--- config.mk ---
export PLATFORM = sky130hd
export DESIGN_NAME = muldiv_sequencer
export DESIGN_NICKNAME = d
export VERILOG_FILES = /design/src/rtl/muldiv_sequencer.sv
export SDC_FILE = /design/constraint.sdc
export NUM_CORES = 1
export LEC_CHECK = 0
export CAP_MARGIN = 10
export CORE_AREA = 5 5 175 177
export DETAILED_ROUTE_END_ITERATION = 8
export DIE_AREA = 0 0 180 182
export GPL_ROUTABILITY_DRIVEN = 0
export MAX_ROUTING_LAYER = met4
export PLACE_DENSITY = 0.65
export RECOVER_POWER = 50
export SYNTH_ARGS = -nofsm -noshare
export SYNTH_HDL_FRONTEND = slang
export SYNTH_SLANG_ARGS = --single-unit
export TNS_END_PERCENT = 30
--- constraint.sdc ---
create_clock -name clk -period 3.4 [get_ports clk]
set_input_delay 0.51 -clock clk [delete_from_list [all_inputs] [get_ports clk]]
set_output_delay 0.51 -clock clk [all_outputs]
set_load 0.05 [all_outputs]
--- src/rtl/muldiv_sequencer.sv ---
// muldiv_sequencer: multi-cycle MUL/DIV unit with HI/LO result registers.
// Runs a WIDTH-step shift-add multiply or a restoring divide, one bit per
// clock, and raises busy so issue can stall while an op is in flight.
// Optional macro MULDIV_SIGNED_EN: two's-complement operands (sign
// fix-up happens on the commit edge, so latency is unchanged).
module muldiv_sequencer #(
  parameter int WIDTH = 32,
  parameter int CNT_W = 6
) (
  input  logic             clk,
  input  logic             rst_n,
  input  logic             start,
  input  logic [3:0]       ALUcont,
  input  logic [WIDTH-1:0] op_a,
  input  logic [WIDTH-1:0] op_b,
  input  logic             flush,
  output logic             busy,
  output logic             done,
  output logic [WIDTH-1:0] hi,
  output logic [WIDTH-1:0] lo,
  output logic             div_by_zero
);

  typedef enum logic [1:0] {IDLE, CALC, DONE} state_t;

  localparam logic [3:0] OP_MUL = 4'h3;
  localparam logic [3:0] OP_DIV = 4'h4;

  state_t               state, state_nxt;
  logic [CNT_W-1:0]     cnt;
  logic [2*WIDTH-1:0]   acc;    // MUL: {partial product, multiplier}; DIV: {rem, dividend/quotient}
  logic [WIDTH-1:0]     opnd;   // multiplicand or divisor magnitude
  logic                 is_div;

  logic                 accept, div0, last;
  logic [WIDTH-1:0]     a_mag, b_mag;

  logic [WIDTH:0]       mul_sum;
  logic [2*WIDTH-1:0]   mul_nxt;
  logic [WIDTH:0]       rem_sh;
  logic [WIDTH-1:0]     rem_diff, rem_nxt;
  logic                 rem_ge;
  logic [2*WIDTH-1:0]   div_nxt;
  logic [2*WIDTH-1:0]   step;
  logic [WIDTH-1:0]     res_hi, res_lo;

`ifdef MULDIV_SIGNED_EN
  logic                 neg_q;  // product / quotient must be negated
  logic                 neg_r;  // remainder must be negated (dividend sign)
  logic [2*WIDTH-1:0]   prod_fix;
`endif

  assign accept = (state == IDLE) && start && !flush &&
                  ((ALUcont == OP_MUL) || (ALUcont == OP_DIV));
  assign div0   = accept && (ALUcont == OP_DIV) && (op_b == '0);
  assign last   = (state == CALC) && (cnt == CNT_W'(WIDTH-1));

`ifdef MULDIV_SIGNED_EN
  assign a_mag = op_a[WIDTH-1] ? (~op_a + 1'b1) : op_a;
  assign b_mag = op_b[WIDTH-1] ? (~op_b + 1'b1) : op_b;
`else
  assign a_mag = op_a;
  assign b_mag = op_b;
`endif

  // One iteration of each algorithm; the active one is selected by is_div.
  always_comb begin
    // shift-add multiply: add multiplicand to upper half if LSB set, shift right with carry
    mul_sum = {1'b0, acc[2*WIDTH-1:WIDTH]} + {1'b0, opnd};
    mul_nxt = acc[0] ? {mul_sum, acc[WIDTH-1:1]} : {1'b0, acc[2*WIDTH-1:1]};
    // restoring divide: shift {rem, dq} left, trial-subtract divisor
    rem_sh   = {acc[2*WIDTH-1:WIDTH], acc[WIDTH-1]};
    rem_ge   = (rem_sh >= {1'b0, opnd});
    rem_diff = rem_sh[WIDTH-1:0] - opnd;
    rem_nxt  = rem_ge ? rem_diff : rem_sh[WIDTH-1:0];
    div_nxt  = {rem_nxt, acc[WIDTH-2:0], rem_ge};
    step     = is_div ? div_nxt : mul_nxt;
    // commit values, with sign fix-up folded in when enabled
`ifdef MULDIV_SIGNED_EN
    prod_fix = neg_q ? (~step + 1'b1) : step;
    if (is_div) begin
      res_hi = neg_r ? (~step[2*WIDTH-1:WIDTH] + 1'b1) : step[2*WIDTH-1:WIDTH];
      res_lo = neg_q ? (~step[WIDTH-1:0] + 1'b1) : step[WIDTH-1:0];
    end else begin
      res_hi = prod_fix[2*WIDTH-1:WIDTH];
      res_lo = prod_fix[WIDTH-1:0];
    end
`else
    res_hi = step[2*WIDTH-1:WIDTH];
    res_lo = step[WIDTH-1:0];
`endif
  end

  // State register
  always_ff @(posedge clk or negedge rst_n) begin
    if (!rst_n) state <= IDLE;
    else        state <= state_nxt;
  end

  // Next-state and status outputs; flush wins over everything
  always_comb begin
    state_nxt = state;
    busy      = (state != IDLE);
    done      = 1'b0;
    case (state)
      IDLE: if (accept) state_nxt = div0 ? DONE : CALC;
      CALC: begin
        if (flush)     state_nxt = IDLE;
        else if (last) state_nxt = DONE;
      end
      DONE: begin
        done      = !flush;
        state_nxt = IDLE;
      end
      default: state_nxt = IDLE;
    endcase
  end

  // Datapath: operand latch on accept, one step per CALC edge, commit on last step
  always_ff @(posedge clk or negedge rst_n) begin
    if (!rst_n) begin
      cnt         <= '0;
      acc         <= '0;
      opnd        <= '0;
      is_div      <= 1'b0;
      hi          <= '0;
      lo          <= '0;
      div_by_zero <= 1'b0;
`ifdef MULDIV_SIGNED_EN
      neg_q       <= 1'b0;
      neg_r       <= 1'b0;
`endif
    end else if (accept) begin
      cnt    <= '0;
      is_div <= (ALUcont == OP_DIV);
      if (ALUcont == OP_DIV) begin
        opnd <= b_mag;
        acc  <= {{WIDTH{1'b0}}, a_mag};
      end else begin
        opnd <= a_mag;
        acc  <= {{WIDTH{1'b0}}, b_mag};
      end
`ifdef MULDIV_SIGNED_EN
      neg_q <= op_a[WIDTH-1] ^ op_b[WIDTH-1];
      neg_r <= op_a[WIDTH-1];
`endif
      if (div0) begin
        hi          <= op_a;
        lo          <= '1;
        div_by_zero <= 1'b1;
      end else begin
        div_by_zero <= 1'b0;
      end
    end else if (state == CALC && !flush) begin
      acc <= step;
      cnt <= cnt + 1'b1;
      if (last) begin
        hi <= res_hi;
        lo <= res_lo;
      end
    end
  end

endmodule
* Yosys cells after proc, flatten, opt, wreduce, memory -nomap -nowiden
Cells that the tools add are included.
Cells by class: add/sub/neg operators 3, mux-type cells 24, equality and inequality tests 8, $lt $le $gt $ge 1, reductions and logical operators 16
Operators by type and width (count):
- 2-to-1 mux 32 bit | 11
- 2-to-1 mux 64 bit | 4
- adder 32 x 32 -> 33 bit | 1
- greater-or-equal comparator 33 x 32 -> 1 bit | 1
- logical NOT 32 bit | 1
- subtractor 32 bit | 1
- 2-to-1 mux 6 bit | 2
- 2-to-1 mux 2 bit | 4
- logical AND 1 bit | 7
- adder 6 x 1 -> 6 bit (second input constant) | 1
- equality test 6 x 5 -> 1 bit (second input constant) | 1
- nonzero test 2 bit | 3
- equality test 4 x 2 -> 1 bit (second input constant) | 1
- equality test 4 x 3 -> 1 bit (second input constant) | 1
- case mux 2 bit (2 select lines) | 1
- inequality test 3 bit (second input constant) | 1
- AND reduction 3 bit | 1
- equality test 2 x 1 -> 1 bit (second input constant) | 1
- equality test 2 bit (second input constant) | 1
- logical NOT 2 bit | 1
- 2-to-1 mux 1 bit | 2
- inequality test 2 x 1 -> 1 bit (second input constant) | 1
- inequality test 2 bit (second input constant) | 1
- AND reduction 2 bit | 1
- other kinds (2) | 2
Word-level totals: output and inout port bits 67, flip-flop bits (word level) 170, word-level logic and storage cells 60, bits of input ports 72

* Logic depth before layout (Yosys ltp)
Gate-level depths: netlist of the first run.
depth in word-level cells 9, depth in mapped cells 14, gate-level depth less buffers 13

* Worst setup path after synthesis of the first run
OpenSTA, ideal clock, no wires.
kind register to register, start reg acc[33], end reg hi[11], path slack 0.619 ns, library setup time 0.130 ns, required time 3.270 ns, cell stages (with the launch flop) 12, buffers on the path 1, data arrival time 2.651 ns, clock period less this slack 2.781 ns, path through dfrtp_1 -> ha_1 -> nand3_2 -> o21bai_4 -> a211oi_4 -> o21ai_2 -> a31oi_4 -> o21a_1 -> buf_6 -> mux2_2 -> a211oi_1 -> o21ai_0
Between the ends: longest elaborated chain between the ends 6, elaborated cells on any way between the ends 9, classes of those cells add/sub (2); order compare (1); mux (6)
Ends and longest elaborated chain:
- start: declaration | RTL line 31 | logic [2*WIDTH-1:0] acc;
- start signal: assignment | RTL line 138 | acc <= {{WIDTH{1'b0}}, a_mag};
- start signal: assignment | RTL line 141 | acc <= {{WIDTH{1'b0}}, b_mag};
- start signal: assignment | RTL line 155 | acc <= step;
- adder 32 x 32 -> 33 bit, or another cell as far along | RTL line 69 | mul_sum = {1'b0, acc[2*WIDTH-1:WIDTH]} + {1'b0, opnd};
- 2-to-1 mux 64 bit or 2-to-1 mux 32 bit (tied branches) | RTL line 70, 75
- 2-to-1 mux 64 bit * | RTL line 77 | step = is_div ? div_nxt : mul_nxt;
- 2-to-1 mux 32 bit * | RTL line 157 | if (last) begin
- 2-to-1 mux 32 bit * | RTL line 154 | end else if (state == CALC && !flush) begin
- 2-to-1 mux 32 bit * | RTL line 133 | end else if (accept) begin
- end signal: assignment | RTL line 148 | hi <= op_a;
- end signal: assignment | RTL line 158 | hi <= res_hi;
- end: declaration | RTL line 19 | output logic [WIDTH-1:0] hi,
Every way passes the cells marked *; elsewhere a longest branch is shown, timed or not. The select of a mux whose other input is x is not followed. A chain may end at the register's enable or synchronous reset.

* Final worst setup path of the first run
start reg acc[40], end reg hi[5]
Between the ends: longest elaborated chain between the ends 6
Ends and longest elaborated chain:
- greater-or-equal comparator 33 x 32 -> 1 bit | RTL line 73 | rem_ge = (rem_sh >= {1'b0, opnd});
- 2-to-1 mux 32 bit | RTL line 75 | rem_nxt = rem_ge ? rem_diff : rem_sh[WIDTH-1:0];
- 2-to-1 mux 64 bit | RTL line 77
- 2-to-1 mux 32 bit | RTL line 157
- 2-to-1 mux 32 bit | RTL line 154
- 2-to-1 mux 32 bit | RTL line 133
Every way passes these cells. The select of a mux whose other input is x is not followed.

==> summary.txt, run 1 <==
Min path
  – Hold path startpoint: hi[26]$_DFFE_PN0P_
  – HP Class: register to register
  – Hold path cells: 2
  – Hold path endpoint: hi[26]$_DFFE_PN0P_

Setup path
  – Kind of critical path: register to register
  – CP dominant cell by count: nand4_1
  – CP top delay family: simple AND/OR/NAND/NOR gates
  – Slowest stage delay, CP: approximately 480 ps
  – R2r endpoint: hi[5]$_DFFE_PN0P_
  – Worst Setup End Kind: register
  – Crit path DAT: around 3700 ps
  – CP Cell Sequence: ha_1 -> nand4_1 -> nor3_1 -> nand4_1 -> a32oi_2 -> buf_4 -> o21ai_2 -> buf_12 -> or3_1 -> a31oi_2 -> a221o_1
  – Worst path buffer plus inverter count: 2
  – R2r setup slk: roughly 110 ps
  – R2R cell count: 11
  – Slowest library cell on the worst path: ha_1
  – Worst-path fanout max: 23
  – Worst r2r src: acc[40]$_DFFE_PN0P_
  – Required @ worst endpoint: between 3000 and 4000 ps
  – Startpoint Class: register

CTS
  – Worst-path clk slew: around 60 ps
  – Worst skew pair latency: between 400 and 500 ps
  – Post-CTS setup buffers: 0
  – Clk sinks: between 150 and 200
  – H-tree lvl count: 4
  – CTS buffer count: 17
  – Root Driver: clkbuf_16
  – CTS tree: yes
  – Maximum buffer depth of the clock tree: 2

Global route
  – Total GRT Usage: 25.8%
  – Total gr overflow: 0
  – Largest net degree at the start of global routing: 190
  – Antenna violations before repair: 0
  – Vias in the first global route: about 12000
  – First-pass GRT wire length: 66200 um

Yosys
  – Cells after synthesis: 1519
  – Share of the yosys chip area belonging to registers: approximately a third
  – Adder-cell area share of the yosys netlist: between 6 and 7%
  – Largest family of logic cells by synthesized area: compound AO/OA/AOI/OAI gates
  – Mux cell area share after synthesis: around 8.7%
  – Syn_nets: roughly 1700
  – Mapped Area: between 10000 and 15000 sq um
  – XOR/XNOR share of the synthesized area: about 3.4%
  – Yosys cell types: 74
  – Post-synth ARST share: between 90% and 100%
  – EDFF count, synth: 0
  – Yosys warning total: 0
  – Primary FF master, synth: dfrtp_1
  – Mapped Avg Cell Area: 8.37 sq um
  – Compound-Gate Fraction of Synth Area: a little over a quarter
  – Simple-Gate Fraction of Synth Area: roughly 16%
  – Flops & latches, synth: 170

Final layout
  – Diodes inserted: 0
  – Area of the multi-input gates: 7880 sq um
  – Layout cells sized above 1: approximately a tenth
  – Layout area overhead: 21.4%
  – Commonest non-fill, non-tap cell in the layout: dfrtp_1
  – Fill count: 2682
  – FF+latch area: 4260 sq um
  – Final core utilization: between 50% and 60%
  – Design Area, Final: around 15000 sq um
  – Commonest non-fill, non-tap cells in the layout: dfrtp_1, nand2_1, o21ai_0
  – Nets@finish: 1777

Run status
  – Failing checks: capacitance limit, slew limit
  – Status: finished with violations

Floorplanning
  – Horiz. Die Dim: 180 um
  – Core Area: approximately 29000 sq um
  – Rows: 63
  – DIE HEIGHT: about 180 um
  – Die footprint: ~33000 sq um
  – I/O pin cnt: roughly 140
  – Initial Util: a little over two fifths

Route
  – Post-route DRC violation count: 0
  – DRT iter0 DRCs: around 900
  – Post-DR vias/cell: just over 6
  – ANT nets after route: 0
  – Routed WL: 42300 um
  – Routed via count: about 12000
  – Wire per inst: 20.7 um
  – Pre-Repair DR Iteration Count: 7

Timing
  – Slew @ Worst Pin: a little under 2000 ps
  – Final slew viol count: 76
  – Worst Clk Skew: around 10 ps
  – Final setup fails: 0
  – Final hold viol count: 0
  – Fin crit period: 3290 ps
  – Fmax: between 300 and 400 MHz
  – Setup TNS: 0 ps
  – RSZ-0062 raised after global routing: no
  – Period utilization: a little over nine tenths
  – Max-slew headroom: -29.0%

Placed design
  – Placed inst area: approximately 15000 sq um
  – DP HPWL: approximately 32000 um
  – Port-buffer cells: ~140

Power and ir drop
  – Power density cells: ~750 nW/um^2
  – Peak supply drop: ~0.41 mV
  – Combinational group share of total power: around 56%
  – Sequential share of power: around 25%
  – Cell Int Power: between 6 and 7 mW
  – Switching share of power: 44.7%
  – Clk pwr share: between 15 and 20%
  – Leak: ~6.6 nW
  – NetSw: roughly 5.2 mW

Flow run
  – Max-Cap Viols: 1
worst min-delay path: stages, from the launching register on:
cell,delay [ps]
dfrtp_1,340
a21oi_1,60
o21ai_0,60
final cells by class:
cell class              instances  share of cell area (%)
clock inverters                13                    1.53
well taps                     390                    3.16
flip-flops and latches        170                    27.6
multi-input cells            1191                    51.1
clock buffers                  19                    2.87
repair buffers                206                    12.5
inverters                      52                    1.27
cell usage after synthesis, drive strengths merged, types with 4 or more instances:
cell	n	area (sq um)
o21bai	6	56.3
a21o	34	255
mux2	6	67.6
inv	52	195
o21a	5	37.5
ha	65	813
mux2i	104	1040
or3	7	43.8
nand4	21	131
nor2	102	383
buf	28	163
nor3b	4	30.0
a31o	11	96.3
o31ai	14	105
clkbuf	78	293
dfrtp	170	4250
a31oi	51	334
xor2	17	149
a22oi	5	37.5
or2	4	25.0
o21ai	142	718
nor4	10	62.6
nor2b	12	75.1
a211oi	25	200
o211ai	46	345
o311ai	6	60.1
nand3	39	200
o2bb2ai	6	52.6
a21oi	133	688
nand2b	7	43.8
and3	27	169
nand2	166	631
and2	6	37.5
xnor2	33	289
a221o	6	60.1
a311oi	4	35.0
nor3	22	110
routing by layer:
metal | vias to the layer above | routed length (um) | GRT usage (%)
li1 | 5855 | - | -
met1 | 6034 | 18700 | 33.7
met2 | 398 | 20200 | 41.7
met3 | 81 | 2160 | 3.75
met4 | 0 | 1220 | 7.74
met5 | - | 0 | -
state kept, by name, summed over array words and instances (netlist names):
signal,cells
cnt,6
is_div,1
lo,32
acc,64
div_by_zero,1
hi,32
state,2
opnd,32
how the worst max path moves through the flow:
stage                         startpoint            endpoint  slack, ps  cells after the start
floorplan            acc[33]$_DFFE_PN0P_  hi[11]$_DFFE_PN0P_        620                     11
global placement     acc[36]$_DFFE_PN0P_   hi[5]$_DFFE_PN0P_        130                     12
detailed placement  opnd[22]$_DFFE_PN0P_   hi[5]$_DFFE_PN0P_         70                     13
CTS                 opnd[22]$_DFFE_PN0P_   hi[5]$_DFFE_PN0P_         40                     13
global route        opnd[20]$_DFFE_PN0P_   hi[9]$_DFFE_PN0P_          8                     12
finish               acc[40]$_DFFE_PN0P_   hi[5]$_DFFE_PN0P_        110                     11
per-stage QoR:
stage | hold WS, ps | setup WS, ps | power [mW] | cells
global placement | 480 | 127 | 9.16 | 2009
floorplan | 214 | 619 | 7.37 | 1519
global route | 538 | 7.74 | 12.4 | 2041
finish | 489 | 114 | 11.6 | 2041
CTS | 125 | 35.6 | 11.5 | 2041
detailed placement | 485 | 66.2 | 9.24 | 2009
power by group through the flow:
stage,sequential [mW],combinational (mW),clock [mW]
6_report,2.90,6.49,2.26
5_1_grt,2.93,7.10,2.37
4_1_cts,2.89,6.36,2.28
3_5_place_dp,2.92,6.32,0
3_3_place_gp,2.92,6.25,0
2_1_floorplan,2.85,4.53,0
what timing repair did:
item / 4_1_cts / 5_1_grt
endpoints found under the setup margin: 0 / 25
hold buffers: 0 / 0
gates resized for setup: 0 / 11
kinds of logic after synthesis:
group,Yosys count
compound gates,529
buf+inv,158
mux,110
flops,170
fa+ha+maj,67
xor+xnor,50
simple gates,435
Power figures use the tool's default switching activity.
==> run 2, diff against run 1 <==
--- a/config.mk
+++ b/config.mk
@@ -5,7 +5,7 @@
 export SDC_FILE = /design/constraint.sdc
 export NUM_CORES = 1
 export LEC_CHECK = 0
-export CAP_MARGIN = 10
+export CAP_MARGIN = 15
 export CORE_AREA = 5 5 175 177
 export DETAILED_ROUTE_END_ITERATION = 8
 export DIE_AREA = 0 0 180 182
==> results of run 2 <==
The final DEF is identical to that of run 1; final timing and power are the same.
==> run 3, diff against run 2 <==
--- a/config.mk
+++ b/config.mk
@@ -6,12 +6,11 @@
 export NUM_CORES = 1
 export LEC_CHECK = 0
 export CAP_MARGIN = 15
-export CORE_AREA = 5 5 175 177
+export CORE_AREA = 5 5 197 199
 export DETAILED_ROUTE_END_ITERATION = 8
-export DIE_AREA = 0 0 180 182
+export DIE_AREA = 0 0 202 204
 export GPL_ROUTABILITY_DRIVEN = 0
 export MAX_ROUTING_LAYER = met4
-export PLACE_DENSITY = 0.65
 export RECOVER_POWER = 50
 export SYNTH_ARGS = -nofsm -noshare
 export SYNTH_HDL_FRONTEND = slang
==> run 3 against run 2 <==
  * Largest cell class unchanged
  * Clock-buffer cell count grew 1
  * The flow still finishes with violations (capacitance limit, slew limit)
  * Hold slack lost 5.2 ps
  * Setup slack gained 27 ps
  * Global-route usage shrank 4.2 points
==> summary.txt, run 3 (synthesis results as in run 1) <==
Run status
  – Status: finished with violations
  – Failing checks: capacitance limit, slew limit

Final layout
  – Commonest non-fill, non-tap cells in the layout: dfrtp_1, nand2_1, o21ai_0
  – Nets@finish: between 1500 and 2000
  – Layout area overhead: 22.5%
  – Layout cells sized above 1: between 9 and 10%
  – Number of flip-flops in the largest register: 64
  – Commonest non-fill, non-tap cell in the layout: dfrtp_1
  – Largest reg by FF count: acc

CTS
  – Worst-path clk slew: 70 ps
  – Clk sinks: 170
  – Hold_buf cts: 0
  – Root Driver: clkbuf_16
  – Maximum buffer depth of the clock tree: 2
  – CTS buffer count: 17
  – Worst skew pair latency: about 450 ps
  – H-tree lvl count: 4
  – CTS tree: yes

Floorplanning
  – DIE HEIGHT: 204 um
  – Initial Util: about a third
  – Core Area: between 30000 and 40000 sq um
  – Horiz. Die Dim: between 200 and 250 um
  – Die footprint: about 40000 sq um
  – I/O pin cnt: ~140
  – Rows: 71

Power and ir drop
  – Design Power: roughly 12 mW
  – Sequential share of power: approximately a quarter
  – Cell Int Power: 6.36 mW
  – Clk pwr share: roughly a fifth
  – NetSw: roughly 5.3 mW
  – Peak supply drop: ~0.36 mV
  – Combinational group share of total power: between 50% and 60%
  – Power density cells: about 750 nW/um^2
  – Leak: 6.62 nW
  – Switching share of power: between 40% and 50%

Setup path
  – Worst-path fanout max: 10
  – Worst Setup End Kind: register
  – Kind of critical path: register to register
  – R2r setup slk: about 140 ps
  – Required @ worst endpoint: approximately 3800 ps
  – Slowest library cell on the worst path: dfrtp_1
  – Worst path buffer plus inverter count: 1
  – Crit path DAT: 3640 ps
  – Slowest stage delay, CP: about 440 ps
  – CP Cell Sequence: ha_1 -> nand3_2 -> o21bai_4 -> a211oi_4 -> o21ai_2 -> a31oi_4 -> o21ai_4 -> buf_4 -> or3_1 -> a31oi_2 -> a221o_1
  – Startpoint Class: register
  – CP top delay family: compound AO/OA/AOI/OAI gates

Timing
  – Fmax: 307 MHz
  – Fin crit period: around 3300 ps
  – Max-slew headroom: -33.6%
  – Worst Clk Skew: 14.4 ps
  – Worst Setup Slack, final: 141 ps
  – Final setup fails: 0
  – Final slew viol count: between 70 and 80
  – RSZ-0062 raised after global routing: no
  – Setup TNS: 0 ps
  – Final hold viol count: 0
  – Slew @ Worst Pin: ~2000 ps
  – Period utilization: between 90% and 100%

Global route
  – Largest net degree at the start of global routing: about 120
  – First-pass GRT wire length: 69100 um
  – Total GRT Usage: between 20% and 30%
  – Antenna violations before repair: 1
  – Total gr overflow: 0
  – Vias in the first global route: roughly 12000

Route
  – DRT iter0 DRCs: roughly 1000
  – Post-DR vias/cell: slightly below 6
  – Routed via count: between 10000 and 15000
  – Post-route DRC violation count: 0
  – Routed WL: 44400 um
  – ANT nets after route: 0
  – Pre-Repair DR Iteration Count: 6
  – Wire per inst: 20.8 um

Flow run
  – Max-Cap Viols: 1

Placed design
  – DP HPWL: between 30000 and 40000 um
  – Port-buffer cells: 138
  – Pre-CTS WS: 37.2 ps

Min path
  – HP Class: register to register
run 3: cell count changes in the layout (fill, tap and decap cells not counted), sizes merged:
cell / change
buf: +7
clkdlybuf4s50: +5
dlygate4sd3: -5
inv: +3
bufinv: -2
clkbuf: +1
clkinv: -1
clkinvlp: -1
diode: +1
run 3: timing repair:
action	CTS	global route
gates resized for setup	0	18
setup endpoints to repair	0	18
buffers inserted	0	1
run 3: final cells by class:
type	instances	area [sq um]
Inverter	52	195
Sequential cell	170	4260
Tap cell	474	593
Clock buffer	20	457
Multi-Input combinational cell	1191	7910
Fill cell	3687	21500
Antenna cell	1	2.50
Timing Repair Buffer	213	1970
Clock inverter	12	198
run 3: worst reg2reg max path, stage by stage (launching register included):
cell	delay (ps)
dfrtp_1	440
ha_1	440
nand3_2	120
o21bai_4	200
a211oi_4	320
o21ai_2	140
a31oi_4	290
o21ai_4	140
buf_4	210
or3_1	420
a31oi_2	300
a221o_1	190
run 3: power by group through the flow:
stage | clock network (mW) | registers, mW | logic (mW)
3_3_place_gp | 0 | 2.92 | 6.32
6_report | 2.20 | 2.89 | 6.62
2_1_floorplan | 0 | 2.85 | 4.53
3_5_place_dp | 0 | 2.92 | 6.37
5_1_grt | 2.31 | 2.94 | 7.24
4_1_cts | 2.22 | 2.89 | 6.41
run 3: final timing paths:
| path | start | endpoint | cells past startpoint |
|---|---|---|---|
| max in group asynchronous | rst_n | acc[63]$_DFFE_PN0P_ | 2 |
| setup reg to reg | acc[35]$_DFFE_PN0P_ | hi[5]$_DFFE_PN0P_ | 11 |
| setup / recovery | acc[35]$_DFFE_PN0P_ | hi[5]$_DFFE_PN0P_ | 11 |
| min in group asynchronous | rst_n | lo[23]$_DFFE_PN0P_ | 1 |
| hold reg to reg | div_by_zero$_DFFE_PN0P_ | div_by_zero$_DFFE_PN0P_ | 1 |
| hold / removal | div_by_zero$_DFFE_PN0P_ | div_by_zero$_DFFE_PN0P_ | 1 |
run 3: routing by layer:
| layer | wire length (um) | GRT usage (%) |
|---|---|---|
| met3 | 2550 | 3.44 |
| met4 | 1400 | 6.88 |
| met1 | 19900 | 28.8 |
| met5 | 0 | - |
| met2 | 20500 | 33.7 |
run 3: per-stage QoR:
stage          hold WS [ps]  area [sq um]  util, %  cells
6_report                484         15600     42.1   2133
5_1_grt                 505         15600     42.1   2133
2_1_floorplan           214         12700        -   1519
3_5_place_dp            469         14900     40.1   2099
4_1_cts                 138         15500     41.9   2131
3_3_place_gp            461         14900     40.1   2099
